`src/rtl/uart_apb_csr.sv`:
```
// UART control/status block: zero-wait-state APB slave with TX/RX character FIFOs,
// sticky line-error status and a registered interrupt.
module uart_apb_csr #(
    parameter int unsigned DATA_W     = 8,
    parameter int unsigned FIFO_DEPTH = 16,
    parameter logic [31:0] BAUD_RST   = 32'd0
) (
    input  logic              clk,
    input  logic              resetn,
    input  logic [31:0]       PADDR,
    input  logic              PSELx,
    input  logic              PENABLE,
    input  logic              PWRITE,
    input  logic [31:0]       PWDATA,
    input  logic [3:0]        PSTRB,
    output logic [31:0]       PRDATA,
    output logic              PREADY,
    output logic              PSLVERR,
    output logic [DATA_W-1:0] tx_data,
    output logic              tx_valid,
    input  logic              tx_pop,
    input  logic [DATA_W-1:0] rx_data,
    input  logic              rx_push,
    input  logic              parity_err,
    input  logic              frame_err,
    input  logic              break_err,
    output logic [31:0]       BAUD,
    output logic [1:0]        PARITY_MODE,
    output logic [1:0]        STOP_BITS,
    output logic              TX_EN,
    output logic              RX_EN,
    output logic              interrupt
);
    localparam int unsigned AW = $clog2(FIFO_DEPTH);
    localparam int unsigned CW = AW + 1;

    localparam logic [7:0] A_TXDATA  = 8'h00;
    localparam logic [7:0] A_RXDATA  = 8'h04;
    localparam logic [7:0] A_BAUD    = 8'h08;
    localparam logic [7:0] A_STATUS  = 8'h0C;
    localparam logic [7:0] A_CONTROL = 8'h10;
    localparam logic [7:0] A_STCLR   = 8'h14;
    localparam logic [7:0] A_INTEN   = 8'h18;

    logic [DATA_W-1:0] tx_mem [FIFO_DEPTH];
    logic [DATA_W-1:0] rx_mem [FIFO_DEPTH];
    logic [AW-1:0]     tx_wptr, tx_rptr, rx_wptr, rx_rptr;
    logic [CW-1:0]     tx_cnt, rx_cnt;
    logic [31:0]       baud_q;
    logic [5:0]        ctrl_q;
    logic [7:0]        int_en_q;
    logic [3:0]        sticky_q;
    logic              irq_q;

    logic        tx_full, tx_empty, rx_full, rx_empty;
    logic        access;
    logic        tx_push, tx_pop_ok, rx_pop, rx_push_ok, overrun;
    logic        baud_we, ctrl_we, int_en_we;
    logic [3:0]  clr_bits, set_bits;
    logic        err;
    logic [31:0] rdata, status;
    logic        unused_addr;

    assign unused_addr = ^PADDR[31:8];

    assign tx_full  = (tx_cnt == CW'(FIFO_DEPTH));
    assign tx_empty = (tx_cnt == '0);
    assign rx_full  = (rx_cnt == CW'(FIFO_DEPTH));
    assign rx_empty = (rx_cnt == '0);

    // Sticky error order: {BREAK, OVERRUN, FRAME, PARITY}
    assign status = {8'h00, 8'(rx_cnt), 8'(tx_cnt), sticky_q,
                     rx_empty, rx_full, tx_empty, tx_full};

    // Reset gates the access phase so an interrupted transfer has no effect
    assign access = PSELx & PENABLE & resetn;

    // APB decode: error, read data and one-shot register side effects
    always_comb begin
        err       = 1'b0;
        rdata     = '0;
        tx_push   = 1'b0;
        rx_pop    = 1'b0;
        baud_we   = 1'b0;
        ctrl_we   = 1'b0;
        int_en_we = 1'b0;
        clr_bits  = '0;
        if (access) begin
            case (PADDR[7:0])
                A_TXDATA: begin
                    if (!PWRITE || !PSTRB[0] || (tx_full && !tx_pop)) err = 1'b1;
                    else                                               tx_push = 1'b1;
                end
                A_RXDATA: begin
                    if (PWRITE || rx_empty) err = 1'b1;
                    else begin
                        rx_pop = 1'b1;
                        rdata  = 32'(rx_mem[rx_rptr]);
                    end
                end
                A_BAUD: begin
                    if (PWRITE) baud_we = 1'b1;
                    else        rdata   = baud_q;
                end
                A_STATUS: begin
                    if (PWRITE) err   = 1'b1;
                    else        rdata = status;
                end
                A_CONTROL: begin
                    if (PWRITE) ctrl_we = 1'b1;
                    else        rdata   = 32'(ctrl_q);
                end
                A_STCLR: begin
                    if (!PWRITE)      err      = 1'b1;
                    else if (PSTRB[0]) clr_bits = PWDATA[7:4];
                end
                A_INTEN: begin
                    if (PWRITE) int_en_we = 1'b1;
                    else        rdata     = 32'(int_en_q);
                end
                default: err = 1'b1;
            endcase
        end
    end

    assign tx_pop_ok  = tx_pop & ~tx_empty;
    assign rx_push_ok = rx_push & (~rx_full | rx_pop);
    assign overrun    = rx_push & rx_full & ~rx_pop;
    assign set_bits   = {break_err, overrun, frame_err, parity_err};

    // FIFO storage is data-only and needs no reset
    always_ff @(posedge clk) begin
        if (tx_push)    tx_mem[tx_wptr] <= PWDATA[DATA_W-1:0];
        if (rx_push_ok) rx_mem[rx_wptr] <= rx_data;
    end

    always_ff @(posedge clk or negedge resetn) begin
        if (!resetn) begin
            tx_wptr  <= '0;
            tx_rptr  <= '0;
            tx_cnt   <= '0;
            rx_wptr  <= '0;
            rx_rptr  <= '0;
            rx_cnt   <= '0;
            baud_q   <= BAUD_RST;
            ctrl_q   <= '0;
            int_en_q <= '0;
            sticky_q <= '0;
            irq_q    <= 1'b0;
        end else begin
            if (tx_push)    tx_wptr <= tx_wptr + AW'(1);
            if (tx_pop_ok)  tx_rptr <= tx_rptr + AW'(1);
            if (rx_push_ok) rx_wptr <= rx_wptr + AW'(1);
            if (rx_pop)     rx_rptr <= rx_rptr + AW'(1);
            case ({tx_push, tx_pop_ok})
                2'b10:   tx_cnt <= tx_cnt + CW'(1);
                2'b01:   tx_cnt <= tx_cnt - CW'(1);
                default: ;
            endcase
            case ({rx_push_ok, rx_pop})
                2'b10:   rx_cnt <= rx_cnt + CW'(1);
                2'b01:   rx_cnt <= rx_cnt - CW'(1);
                default: ;
            endcase
            for (int i = 0; i < 4; i++) begin
                if (baud_we && PSTRB[i]) baud_q[8*i +: 8] <= PWDATA[8*i +: 8];
            end
            if (ctrl_we && PSTRB[0])   ctrl_q   <= PWDATA[5:0];
            if (int_en_we && PSTRB[0]) int_en_q <= PWDATA[7:0];
            sticky_q <= (sticky_q & ~clr_bits) | set_bits;
            irq_q    <= |(status[7:0] & int_en_q);
        end
    end

    assign PRDATA      = rdata;
    assign PSLVERR     = err;
    assign PREADY      = 1'b1;
    assign tx_data     = tx_mem[tx_rptr];
    assign tx_valid    = ~tx_empty;
    assign BAUD        = baud_q;
    assign PARITY_MODE = ctrl_q[1:0];
    assign STOP_BITS   = ctrl_q[3:2];
    assign TX_EN       = ctrl_q[4];
    assign RX_EN       = ctrl_q[5];
    assign interrupt   = irq_q;
endmodule
```
`config.mk`:
```
export PLATFORM = sky130hd
export DESIGN_NAME = uart_apb_csr
export DESIGN_NICKNAME = d
export VERILOG_FILES = /design/src/rtl/uart_apb_csr.sv
export SDC_FILE = /design/constraint.sdc
export NUM_CORES = 1
export LEC_CHECK = 0
export ABC_CLOCK_PERIOD_IN_PS = 3100
export BUFFER_PORTS_ARGS = -buffer_cell sky130_fd_sc_hd__buf_2
export CORE_ASPECT_RATIO = 1.4
export CORE_MARGIN = 5
export CORE_UTILIZATION = 55
export CTS_CLUSTER_SIZE = 14
export DETAILED_ROUTE_END_ITERATION = 8
export PLACE_DENSITY = 0.76
export SLEW_MARGIN = 20
export SYNTH_ARGS = -nofsm -noshare
export SYNTH_HDL_FRONTEND = slang
export SYNTH_SLANG_ARGS = --single-unit
```
`constraint.sdc`:
```
create_clock -name clk -period 3.1 [get_ports clk]
set_input_delay 0.465 -clock clk [delete_from_list [all_inputs] [get_ports clk]]
set_output_delay 0.465 -clock clk [all_outputs]
set_load 0.01 [all_outputs]
```
==> impl_summary.md <==
Clocking
The count of H-tree levels built during CTS is 1. The clock-pin slew reported for the worst setup and hold paths after clock tree synthesis is 70 ps. For this design, the sink count on the clock tree is 333. The worst-skew pair later-pin latency is 550 ps.

The buffer cell driving the clock tree root is sky130_fd_sc_hd__clkbuf_16. TritonCTS built the clock tree. The total CTS buffers is 30. The number of buffers on the longest clock path is 3.

STA
Setup repair after global routing could not meet its margin everywhere. At the pin with the least slew margin, the transition time is 917 ps. The final critical-path setup slack is 82.8 ps. The top achievable clock speed is 0.331 GHz. The worst slew margin relative to its limit is 38.9%. The total count of hold-check failures in the final report was 0. For the final routed database, the setup TNS stands at 0 ps. Counting I/O delays and the setup requirement, the final critical path takes 3020 ps. Setup violations remaining at the end of the flow were counted as 0. The count of pins over their slew limit was 0.

Hold is met by 144 ps. The ratio of final minimum period to clock period is 97.3%. The worst-case clock skew is 16.9 ps.

Die
The effective utilization at floorplan is 55.6%. The core box area is 25400 um2. The die area is 29000 um2. The top-level port count is 168. Row generation in the floorplan step produced 69 rows. In this run the horizontal extent of the chip is 145 um. Measured along the y axis, the die boundary spans 200 um.

Critical path
The source of the critical timing path is rx_rptr[2]. The kind of end point of the critical path is a primary output. The maximum fanout along the worst path is 17. The worst register-to-register path begins at rx_cnt[1]. For the worst setup path, the data arrival time is 2550 ps. The endpoint of the worst setup timing path is PRDATA[7]. The startpoint kind of the worst setup timing path is a flop.

The critical path in this run is classified as reg -> out. Counting cells, the worst reg-to-reg path comes to 10. Across all register-to-register paths, the minimum setup slack is 220 ps. The capturing point of the worst reg2reg path is rx_cnt[4].

The worst path required time is 2630 ps.

Global route
Entering global routing, the biggest net connects 70 pins. The wire length of the first global-routing pass is 48.9 mm. The global-route total usage across every layer is 21.9%.

For this run the aggregate overflow at the end of global routing stands at 0. The initial antenna violation count is 0. The via count of the first global-routing pass is 8275.

Run status
The run finished with clean final reports.

Cells and area
The multi-input combinational cells in the finished layout cover a total of 4290 um2. The sequential cell area in the final layout is 9620 um2. The number of nets in the finished design is 1104. The fraction of final layout cells with drive strength greater than 1 is 39.6%.

Leaving out filler cells and counting taps, the final layout contains 1343. Fill cells in the final layout number 1742. The total inserted antenna cells is 0. The area growth from synthesis to layout is 18.1%. The final design area excluding fillers is 16700 um2.

Logic synthesis
Synthesis handed over a netlist of 803 instances. The number of synthesized register bits is 333. For this run, asynchronously set or reset flops after synthesis account for 23.1%. The commonest register cell after synthesis is sky130_fd_sc_hd__edfxtp_1.

The number of different library cells used by synthesis comes to 62. For this run, the register share of the synthesized area comes to 68.1%. The number of enable-type register cells in the synthesized netlist is 256.

The net count after synthesis is 907. The summed instance area of the synthesized netlist is 14100 um2. After synthesis, the mean cell area works out to 17.6 um2. For this run, the number of Yosys warnings is 0.

Power
For this design the ratio of total power to cell area is 676 nW/um2. In this run the static leakage power is 6.31 nW. VDD sags by at most 0.000649 V.

Route
Detailed routing inserted a total of 7828 vias. The total wire length after detailed routing is 31.7 mm. The DRC marker count from the first detailed-route iteration is 473. After detailed routing, the average wire length per cell comes to 23.6 um. For this run, the detailed router's first-pass iteration total came to 6.

After detailed routing, the number of vias per cell comes to 5.83. The residual antenna-violating net count after detailed routing is 0. After detailed routing, the number of remaining DRC violations is 0.

Placed design
The final weighted congestion in routability-driven placement is 0.810. The total half-perimeter wirelength after legalization and detailed placement is 22.0 mm. The cell count after placement is 1281. At the placement stage, the worst setup path has a slack of 11.1 ps. Once placement finished, the instance area stood at 15600 um2. The total of buffers placed on input and output ports is 142.

Flow run
The number of max-cap violations is 0.

Worst hold path
The worst hold-check path type is in -> reg.
==> Yosys cell counts, drive strengths merged (4+ instances only) <==
cell    number  area share [%]
nand4        5            0.22
o22a         4            0.25
a21oi       10            0.35
a22o        10            0.62
nand2       38             1.0
o21ai       20            0.71
a21o         4            0.21
clkbuf      17            0.45
mux2i       17             1.2
nor4         6            0.42
mux2        55             4.4
inv         15            0.40
nand2b      10            0.44
ha          17             1.5
nand3        9            0.32
xor2         6            0.37
xnor2       15            0.93
mux4        76              12
buf         26            0.92
and3         4            0.18
and2        15            0.67
nor3         9            0.40
nor2        43             1.1
dfrtp       77              14
edfxtp     256              54
==> critical path, cell delays in order, from the launching register on <==
cell                        delay (ps)
sky130_fd_sc_hd__dfrtp_2           420
sky130_fd_sc_hd__bufbuf_16         340
sky130_fd_sc_hd__mux4_2            520
sky130_fd_sc_hd__mux2i_2           180
sky130_fd_sc_hd__nand2_1            90
sky130_fd_sc_hd__o21ai_2           130
sky130_fd_sc_hd__o22ai_1           150
sky130_fd_sc_hd__buf_2             160
==> routing by layer <==
metal	share of wire (%)	global-route usage [%]	routed length [um]
met2	57	41.6	17900
met1	36	26.1	11600
met3	4.5	3.06	1430
met4	2.5	6.36	778
met5	0	0	0
==> flip-flops by register name, indices dropped and copies added, names as in the netlist, 5 cells and up <==
name	flops
BAUD	32
ctrl_q	6
int_en_q	8
rx_cnt	5
rx_mem	128
tx_cnt	5
tx_mem	128
==> cell usage in the layout (no fill, tap or decap), types with 15 or more instances in the layout <==
cell and n:
sky130_fd_sc_hd__edfxtp_1 256, sky130_fd_sc_hd__buf_2 141, sky130_fd_sc_hd__mux4_2 76, sky130_fd_sc_hd__dfrtp_1 74, sky130_fd_sc_hd__buf_4 58, sky130_fd_sc_hd__mux2_2 54
sky130_fd_sc_hd__nor2_1 42, sky130_fd_sc_hd__nand2_1 36, sky130_fd_sc_hd__clkbuf_16 31, sky130_fd_sc_hd__ha_1 17, sky130_fd_sc_hd__clkbuf_1 16, sky130_fd_sc_hd__and2_1 15
sky130_fd_sc_hd__mux2i_1 15, sky130_fd_sc_hd__xnor2_1 15
==> stage by stage <==
stage	util [%]	total power, W
2_1_floorplan	-	0.00690
3_3_place_gp	61.3	0.00760
3_5_place_dp	61.3	0.00767
4_1_cts	65.4	0.0114
5_1_grt	65.7	0.0118
6_report	65.7	0.0113
==> final cells by class <==
class / instances / share of cell area [%]
sequential: 333 / 57.7
multi-input combinational: 412 / 25.8
timing repair buffer: 208 / 7.89
clock buffer: 47 / 5.01
tap: 319 / 2.39
clock inverter: 9 / 0.916
inverter: 15 / 0.338
==> kinds of logic (layout without fill, tap and decap cells) <==
kind of cell / count (synthesis) / in the layout / share of synthesized area [%]
AOI/OAI and AO/OA: 68 / 68 / 3.44
xor gates and xnor gates: 21 / 21 / 1.30
adders and majority gates: 18 / 18 / 1.65
buffers and inverters: 58 / 279 / 1.77
DFF: 333 / 333 / 68.1
muxes: 148 / 148 / 17.8
other: 1 / 1 / 0.0266
and+or+nand+nor: 156 / 156 / 5.92
==> timing repair <==
action / CTS / global route
setup buffers: 1 / 3
hold buffers: 1 / 0
endpoints found under the hold margin: 8 / 0
resized for setup: 8 / 12
gates cloned: 1 / 0
setup endpoints to repair: 5 / 7
==> report_power, final <==
group	switching (W)	internal (W)	total, W
Combinational	0.00104	0.00110	0.00214
Sequential	0.000291	0.00513	0.00542
Clock	0.00154	0.00218	0.00372
==> worst min path at each step <==
stage,startpoint,endpoint,slack (ps),depth (start not counted)
after global placement,resetn,BAUD[16],420,2
after global routing,break_err,sticky_q[3],130,2
after detailed placement,resetn,BAUD[31],430,2
after CTS,frame_err,sticky_q[1],120,2
after floorplan,resetn,BAUD[0],170,0
final,PWDATA[9],BAUD[9],140,2
Power figures use the tool's default switching activity.
